$ cat src/rtl/cart_rom_stager.sv
// Cartridge ROM download stager: packs ioctl halfwords into 32-bit SDRAM writes with byte-order normalisation.
// Optional CART_ROM_CRC_EN adds a checksum over the 0x1000..0x100FFF region (crc_ok / crc_val).
//
// state   | meaning
// IDLE    | no download; waiting for dl_active to rise
// LOW     | waiting for the low halfword (addr[1]=0) of the next word
// HIGH    | low half latched; waiting for the high halfword (addr[1]=1)
// ISSUE   | sd_req asserted for one cycle
// WAIT    | write outstanding; waiting for sd_ready
module cart_rom_stager #(
  parameter int CART_BASE = 1048576,
  parameter int ADDR_W    = 27
) (
  input  logic              clk1x,
  input  logic              reset,
  input  logic              dl_active,
  input  logic              ioctl_wr,
  input  logic [ADDR_W-1:0] ioctl_addr,
  input  logic [15:0]       ioctl_dout,
  output logic              ioctl_wait,
  output logic [ADDR_W-1:0] sd_addr,
  output logic [31:0]       sd_data,
  output logic              sd_req,
  input  logic              sd_ready,
  output logic [1:0]        rom_format,
  output logic [ADDR_W-1:0] rom_size,
  output logic              cart_loaded,
  output logic              overrun
`ifdef CART_ROM_CRC_EN
  ,
  output logic              crc_ok,
  output logic [31:0]       crc_val
`endif
);

  localparam logic [2:0] S_IDLE  = 3'd0;
  localparam logic [2:0] S_LOW   = 3'd1;
  localparam logic [2:0] S_HIGH  = 3'd2;
  localparam logic [2:0] S_ISSUE = 3'd3;
  localparam logic [2:0] S_WAIT  = 3'd4;

  localparam logic [ADDR_W-1:0] BASE = ADDR_W'(CART_BASE);

  logic [2:0]        state;
  logic              dl_q;
  logic              end_pend;
  logic [15:0]       lo_half;
  logic [ADDR_W-1:0] word_addr;

  logic              dl_rise;
  logic              dl_fall;
  logic              take_low;
  logic              take_high;
  logic [1:0]        fmt_next;
  logic [15:0]       pend_lo;
  logic [1:0]        pend_fmt;
  logic [ADDR_W-1:0] next_size;

  function automatic logic [1:0] fmt_of(input logic [15:0] hw);
    case (hw)
      16'h3780: fmt_of = 2'd0;
      16'h8037: fmt_of = 2'd1;
      16'h1240: fmt_of = 2'd2;
      default:  fmt_of = 2'd3;
    endcase
  endfunction

  // r0..r3 are the raw file bytes of the word in address order.
  function automatic logic [31:0] norm(input logic [1:0] fmt, input logic [15:0] lo, input logic [15:0] hi);
    case (fmt)
      2'd1:    norm = {hi[7:0], hi[15:8], lo[7:0], lo[15:8]};
      2'd2:    norm = {lo[7:0], lo[15:8], hi[7:0], hi[15:8]};
      default: norm = {hi[15:8], hi[7:0], lo[15:8], lo[7:0]};
    endcase
  endfunction

  assign dl_rise    = dl_active & ~dl_q;
  assign dl_fall    = ~dl_active & dl_q;
  assign ioctl_wait = (state == S_ISSUE) || (state == S_WAIT);
  assign sd_req     = (state == S_ISSUE);
  assign take_low   = ioctl_wr && !ioctl_addr[1] && ((state == S_LOW) || (state == S_HIGH));
  assign take_high  = ioctl_wr && ioctl_addr[1] && (state == S_HIGH);
  assign fmt_next   = (ioctl_addr == '0) ? fmt_of(ioctl_dout) : rom_format;
  // A low half arriving together with the end of download becomes the pending half.
  assign pend_lo    = take_low ? ioctl_dout : lo_half;
  assign pend_fmt   = take_low ? fmt_next : rom_format;
  assign next_size  = word_addr + ADDR_W'(4);

  always_ff @(posedge clk1x) begin
    if (reset) begin
      state       <= S_IDLE;
      dl_q        <= 1'b0;
      end_pend    <= 1'b0;
      lo_half     <= '0;
      word_addr   <= '0;
      sd_addr     <= '0;
      sd_data     <= '0;
      rom_format  <= '0;
      rom_size    <= '0;
      cart_loaded <= 1'b0;
      overrun     <= 1'b0;
    end else begin
      dl_q <= dl_active;
      if (ioctl_wr && ioctl_wait)
        overrun <= 1'b1;

      if (take_low) begin
        lo_half   <= ioctl_dout;
        word_addr <= {ioctl_addr[ADDR_W-1:2], 2'b00};
        sd_addr   <= {ioctl_addr[ADDR_W-1:2], 2'b00} + BASE;
        if (ioctl_addr == '0)
          rom_format <= fmt_of(ioctl_dout);
      end

      case (state)
        S_IDLE: begin
          if (dl_rise) begin
            rom_size   <= '0;
            rom_format <= '0;
            end_pend   <= 1'b0;
            state      <= S_LOW;
          end
        end
        S_LOW, S_HIGH: begin
          if (take_high) begin
            sd_data  <= norm(rom_format, lo_half, ioctl_dout);
            end_pend <= dl_fall;
            state    <= S_ISSUE;
          end else if (dl_fall && (take_low || (state == S_HIGH))) begin
            sd_data  <= norm(pend_fmt, pend_lo, 16'h0000);
            end_pend <= 1'b1;
            state    <= S_ISSUE;
          end else if (take_low) begin
            state <= S_HIGH;
          end else if (dl_fall) begin
            state <= S_IDLE;
          end
        end
        S_ISSUE: begin
          if (dl_fall)
            end_pend <= 1'b1;
          state <= S_WAIT;
        end
        S_WAIT: begin
          if (dl_fall)
            end_pend <= 1'b1;
          if (sd_ready) begin
            if (next_size > rom_size)
              rom_size <= next_size;
            cart_loaded <= 1'b1;
            state       <= (end_pend || dl_fall) ? S_IDLE : S_LOW;
          end
        end
        default: state <= S_IDLE;
      endcase
    end
  end

`ifdef CART_ROM_CRC_EN
  localparam logic [ADDR_W-1:0] CRC_LO   = ADDR_W'(32'h0000_1000);
  localparam logic [ADDR_W-1:0] CRC_LAST = ADDR_W'(32'h0010_0FFC);

  logic [31:0] w10;
  logic [31:0] w14;
  logic        in_range;
  logic [31:0] crc_sum;

  assign in_range = (word_addr >= CRC_LO) && (word_addr <= CRC_LAST);
  assign crc_sum  = crc_val + sd_data;

  always_ff @(posedge clk1x) begin
    if (reset) begin
      crc_ok  <= 1'b0;
      crc_val <= '0;
      w10     <= '0;
      w14     <= '0;
    end else if ((state == S_IDLE) && dl_rise) begin
      crc_ok  <= 1'b0;
      crc_val <= '0;
    end else if ((state == S_WAIT) && sd_ready) begin
      if (word_addr == ADDR_W'(32'h10))
        w10 <= sd_data;
      if (word_addr == ADDR_W'(32'h14))
        w14 <= sd_data;
      if (in_range)
        crc_val <= crc_sum;
      if (word_addr == CRC_LAST)
        crc_ok <= (crc_sum == (w10 ^ w14));
    end
  end
`endif

endmodule

$ cat config.mk
export PLATFORM = sky130hd
export DESIGN_NAME = cart_rom_stager
export DESIGN_NICKNAME = d
export VERILOG_FILES = /design/src/rtl/cart_rom_stager.sv
export SDC_FILE = /design/constraint.sdc
export NUM_CORES = 1
export LEC_CHECK = 0
export BUFFER_PORTS_ARGS = -buffer_cell sky130_fd_sc_hd__buf_2
export CORE_AREA = 5 5 124 149
export CTS_CLUSTER_SIZE = 20
export DETAILED_ROUTE_END_ITERATION = 6
export DIE_AREA = 0 0 129 154
export PLACE_DENSITY = 0.75
export SETUP_SLACK_MARGIN = 0.2
export SLEW_MARGIN = 20
export SYNTH_ARGS = -nofsm -noshare
export SYNTH_HDL_FRONTEND = slang
export SYNTH_SLANG_ARGS = --single-unit
$ cat constraint.sdc
create_clock -name clk1x -period 3.42 [get_ports clk1x]
set_clock_uncertainty 0.05 [all_clocks]
set_input_delay 0.342 -clock clk1x [delete_from_list [all_inputs] [get_ports clk1x]]
set_output_delay 0.342 -clock clk1x [all_outputs]
set_load 0.03 [all_outputs]
==> impl_metrics.ini, run 1 <==
[run_status]
outcome = finished, violations left
violations = negative setup slack

[timing]
grt_setup_unrepaired = yes
fin_crit_sh_pct = 103
setup_ws_ns = -0.117
fin_crit_ns = 3.54
tightest_slew_ns = 0.612
finalHoldViolations = 0
maxSlewHeadroom_pct = 59.2
final_max_slew_viol_count = 0
hold_ws_ns = 0.121
fmax_mhz = 283
setup_viol = 25

[critical_path]
worstPathArrival_ns = 3.84
cpMaxStageDelayCell = a2111o_1
r2r-end = rom_size[14]$_SDFFE_PP0P_
cp_common_cell = buf_4
end_kind = flop
r2r_setup_slack_ns = -0.12
r2r_start = word_addr[6]$_SDFFE_PP0P_
max_stage_delay_ns = 0.39
critPathKind = flop to flop
crit_family = compound AO/OA/AOI/OAI gates
cp-start-kind = flop
crit_fanout = 8
critPathRequiredTime_ns = 3.73
rr_worst_depth = 17
path_cells = and3_4, and2_4, and3_4, buf_6, nand2_2, xnor2_2, ha_1, buf_4, buf_4, a21oi_1, nor2_1, a2111o_1, o2bb2ai_2, buf_4, a21oi_4, clkbuf_16, a22o_1
cp_num_buf_inv = 5

[floorplan]
rows = 52
die_area_um2 = 19900
die_y_um = 154
start_util_pct = 39.4
die_w_um = 129
top_level_ports = 140
coreArea_um2 = 16800

[routing]
vias = 6820
wl_per_cell_um = 18.1
drtPass1Iterations = 6
wl_met3_mm = 2.03
drc = 0
viasPerCell = 5.76
wirelength_met1_mm = 8.52
drtIter0Drc = 710
detail-route-antenna-nets = 0
finalWirelength_mm = 21.5
wl_met2_mm = 10.2
highest_layer = met4

[clock_network]
cts_max_level = 4
cts_root_buf = clkbuf_16
cts_hold_buf = 0
clkTransAtPathRegs_ns = 0.06
cts.sinks = 114
clockBufferDepth = 2
cts_tree = done
numCtsBuffers = 17
clk_latency_ns = 0.42

[grt]
grt_start_max_net_pins = 65
grt_util_all_layers_pct = 20.1
grt_pass1_vias = 6163
overflow = 0
grt_pass1_wl_mm = 32.2
antenna_found_initial = 0

[yosys]
synth_edf_count = 0
synth_cells = 812
synthArstFlopShare_pct = 0
yosys_warnings = 0
avgSynthCellArea_um2 = 8.14
yosysUniqueCellTypes = 58
synth_area_um2 = 6610
ys.flop_type = dfxtp_1
seq_area_frac_synth_pct = 34.5
ys_ff_latch = 114

[placement]
gp_congestion = 0.847
place_hpwl_mm = 13.9
io_buffers = 135
placed_area_um2 = 7540

[finish]
mostFrequentLayoutCells = buf_2, dfxtp_1, nand2_1
design_area_um2 = 8520
fin_nets = 1036
area_growth_syn_to_layout_pct = 28.9
drive_gt1_share_pct = 30.8
utilization_pct = 50.8
diodes = 0
final_common_cell = buf_2

[hold_path]
hp-class = primary input to flop
hold_depth = 3
min_to = word_addr[13]$_SDFFE_PP0P_
hp-start = ioctl_addr[13]

[job]
cap_violations = 0

[pwr]
powerDensity_nw_per_um2 = 523
ir_worst_vdd_mv = 0.385
total_power_mw = 4.45
p_leak_nw = 3.55
[cells by family after synthesis]
| kind of cell | share of synthesized area (%) |
|---|---|
| compound gates | 25.8 |
| other cells | 0.0567 |
| xor+xnor | 3.84 |
| fa+ha+maj | 6.06 |
| simple gates | 18.4 |
| flops | 34.5 |
| mux | 2.88 |
| buf+inv | 8.44 |
[metal layers]
layer | track usage (%) | vias to the layer above
li1 | - | 3210
met1 | 25.0 | 3168
met2 | 33.2 | 373
met3 | 5.34 | 69
met4 | 7.40 | 0
met5 | 0 | -
[power breakdown]
group	switching (mW)	internal (mW)
combinational	0.721	0.522
clock	0.681	1.05
sequential	0.0631	1.42
[how the worst max path moves through the flow]
stage	startpoint	endpoint	cells after the start
global placement	word_addr[3]$_SDFFE_PP0P_	rom_size[9]$_SDFFE_PP0P_	13
CTS	word_addr[20]$_SDFFE_PP0P_	rom_size[22]$_SDFFE_PP0P_	13
finish	word_addr[6]$_SDFFE_PP0P_	rom_size[14]$_SDFFE_PP0P_	17
floorplan	word_addr[2]$_SDFFE_PP0P_	rom_size[16]$_SDFFE_PP0P_	14
global route	word_addr[6]$_SDFFE_PP0P_	rom_size[14]$_SDFFE_PP0P_	15
detailed placement	word_addr[3]$_SDFFE_PP0P_	rom_size[22]$_SDFFE_PP0P_	13
[repair_timing]
item | in CTS | in global routing
pin swaps | 13 | 20
gates resized for setup | 21 | 26
gates cloned | 2 | 2
setup endpoints to repair | 25 | 41
buffers inserted | 9 | 8
[Yosys cell counts, types with 3 or more instances]
cell type  number  area [um^2]
a22o_1         25          219
a221oi_1       16          140
a211o_1        17          149
nand3_1        17         85.1
nor4_1          7         43.8
and3_1          9         56.3
mux2_2         16          180
o21ai_1        16         80.1
inv_1          35          131
a21o_1          6         45.0
ha_1           32          400
and2_1         18          113
a22oi_1        48          360
buf_4          24          180
buf_1           5         18.8
dfxtp_1       114         2280
buf_2          11         55.1
a21oi_1        57          285
nor2_1         57          214
clkbuf_1       35          131
nand2_1       102          383
buf_6           3         33.8
xnor2_1        23          201
nor3_1          6         30.0
a31oi_1         3         18.8
nand4_1        16          100
nor2b_1         4         25.0
o21ai_0        25          125
a211oi_1       22          165
nand2b_1        3         18.8
nor4b_1         3         26.3
xor2_1          6         52.6
[tightest hold or removal path, delay by kind of cell]
family	cells	cell delay (ns)
compound gates	1	0.05
buf+inv	1	0.10
simple gates	1	0.05
[stage by stage]
step	std cells	setup TNS (ns)	setup slack [ns]
5_1_grt	1185	-4.08	-0.210
2_1_floorplan	815	0	0.203
3_5_place_dp	1132	-0.0620	-0.0124
3_3_place_gp	1132	0	0.0985
4_1_cts	1175	0	0.177
6_report	1185	-1.56	-0.117
[registers in the layout, indices dropped and copies added (netlist names)]
signal and count:
cart_loaded 1, lo_half 16, rom_format 2, sd_addr 7, end_pend 1, sd_data 32, overrun 1, dl_q 1
word_addr 25, rom_size 25, state 3
[layout make-up]
cell class / count / area (um^2)
Clock buffer: 19 / 453
Fill cell: 1523 / 8260
Sequential cell: 114 / 2290
Clock inverter: 13 / 129
Multi-Input combinational cell: 586 / 3980
Tap cell: 216 / 270
Timing Repair Buffer: 200 / 1260
Inverter: 37 / 139
No activity file was read; power rests on OpenSTA's default activity.
==> run 2: changes to the inputs <==
--- a/config.mk
+++ b/config.mk
@@ -10,7 +10,7 @@
 export CTS_CLUSTER_SIZE = 20
 export DETAILED_ROUTE_END_ITERATION = 6
 export DIE_AREA = 0 0 129 154
-export PLACE_DENSITY = 0.75
+export PLACE_DENSITY = 0.73
 export SETUP_SLACK_MARGIN = 0.2
 export SLEW_MARGIN = 20
 export SYNTH_ARGS = -nofsm -noshare
==> constraint.sdc (replaced) <==
create_clock -name clk1x -period 4 [get_ports clk1x]
set_clock_uncertainty 0.05 [all_clocks]
set_input_delay 0.4 -clock clk1x [delete_from_list [all_inputs] [get_ports clk1x]]
set_output_delay 0.4 -clock clk1x [all_outputs]
set_load 0.03 [all_outputs]
==> impl_metrics.ini, run 2 (synthesized netlist as in run 1, its figures left out) <==
[routing]
drc = 0
wl_per_cell_um = 16.8
drtIter0Drc = 521
finalWirelength_mm = 19.2
drtPass1Iterations = 7
detail-route-antenna-nets = 0
viasPerCell = 5.57
vias = 6361

[floorplan]
die_y_um = 154
coreArea_um2 = 16800
die_area_um2 = 19900
die_w_um = 129
top_level_ports = 140
rows = 52
start_util_pct = 39.4

[timing]
setup_viol = 0
tightest_slew_ns = 0.963
fmax_mhz = 282
fin_crit_sh_pct = 88.8
final_max_slew_viol_count = 0
finalHoldViolations = 0
fin_setup_tns_ns = 0
grt_setup_unrepaired = no
maxSlewHeadroom_pct = 35.6
fin_crit_ns = 3.55

[clock_network]
cts_hold_buf = 0
numCtsBuffers = 17
clockBufferDepth = 2
cts_root_buf = clkbuf_16
clkTransAtPathRegs_ns = 0.06
cts_tree = done
cts.sinks = 114
cts_max_level = 4
clk_latency_ns = 0.42

[pwr]
p_leak_nw = 3.24
ir_worst_vdd_mv = 0.287
total_power_mw = 3.71
powerDensity_nw_per_um2 = 465

[finish]
mostFrequentLayoutCells = buf_2, dfxtp_1, nand2_1
reg_top3 = sd_data (32), rom_size (25), word_addr (25)
diodes = 0
area_growth_syn_to_layout_pct = 20.8
fill_cells = 1622
drive_gt1_share_pct = 23.9
regMostFlops = sd_data
utilization_pct = 47.6
seq_area_um2 = 2280
largest_reg_flops = 32
multi_input_area_um2 = 3830
final_common_cell = buf_2
fin_nets = 994

[grt]
antenna_found_initial = 0
groute.layer.met1.usage_pct = 23.3
busiest_layer = met2
overflow = 0
grt_util_met3_pct = 4.55
grt_start_max_net_pins = 65
gr-usage-met2_pct = 32.2
grt_pass1_vias = 6019
grt_util_all_layers_pct = 19.1
grt_pass1_wl_mm = 30.6

[critical_path]
cp-startpoint = word_addr[13]$_SDFFE_PP0P_
worstPathArrival_ns = 3.86
cp-start-kind = flop
critPathRequiredTime_ns = 4.30
critPathKind = flop to flop
end_kind = flop
crit_fanout = 10
r2r_start = word_addr[13]$_SDFFE_PP0P_

[placement]
io_buffers = 135
gp_congestion = 0.854
place_hpwl_mm = 13.5

[run_status]
outcome = complete, no violations

[job]
cap_violations = 0

[hold_path]
hp-start = ioctl_addr[11]
hp-class = primary input to flop
## run 2: final timing paths
path	slack, ns	end	depth (start not counted)
setup / recovery	0.45	rom_size[17]$_SDFFE_PP0P_	12
hold / removal	0.18	word_addr[11]$_SDFFE_PP0P_	3
setup reg to reg	0.45	rom_size[17]$_SDFFE_PP0P_	12
hold reg to reg	0.40	sd_data[6]$_SDFFE_PP0P_	2
## run 2: power by group
part / total (mW) / switching [mW] / internal (mW)
Sequential: 1.29 / 0.0771 / 1.21
Combinational: 0.858 / 0.523 / 0.334
Clock: 1.56 / 0.553 / 1.01
Total: 3.71 / 1.15 / 2.56
## run 2: layer usage
metal / part of all wire [%] / vias up
li1: - / 3116
met1: 42 / 2951
met2: 48 / 262
met3: 7.2 / 32
met4: 2.2 / 0
met5: 0 / -
## run 2: what timing repair did
action,in CTS,in global routing
resized for setup,1,9
setup endpoints to repair,25,25
pin swaps,0,1
setup buffers,0,2
## run 2: cell type report
| cell class | instances | area share [%] |
|---|---|---|
| multi-input cells | 586 | 47.9 |
| flip-flops and latches | 114 | 28.6 |
| repair buffers | 158 | 10.7 |
| clock buffers | 19 | 5.67 |
| well taps | 216 | 3.38 |
| clock inverters | 12 | 1.99 |
| inverters | 37 | 1.74 |
## run 2: critical path: stages, from the launching register on
cell and delay (ns):
dfxtp_1 0.43, and3_1 0.24, and3_1 0.37, nand4_1 0.17, xnor2_1 0.19, ha_1 0.33
nand4_1 0.12, or4_1 0.58, o211ai_1 0.27, o21ai_1 0.14, a21oi_4 0.28, buf_6 0.19
a22o_1 0.14
## run 2: through the flow
step	worst slack, ns	instances	cell area (um^2)	hold WS (ns)
final	0.448	1142	7990	0.178
after global routing	0.200	1142	7990	0.183
after CTS	0.209	1140	7940	0.169
after detailed placement	0.0666	1109	7320	0.389
after global placement	0.215	1109	7320	0.386
after floorplan	0.615	815	6620	0.399
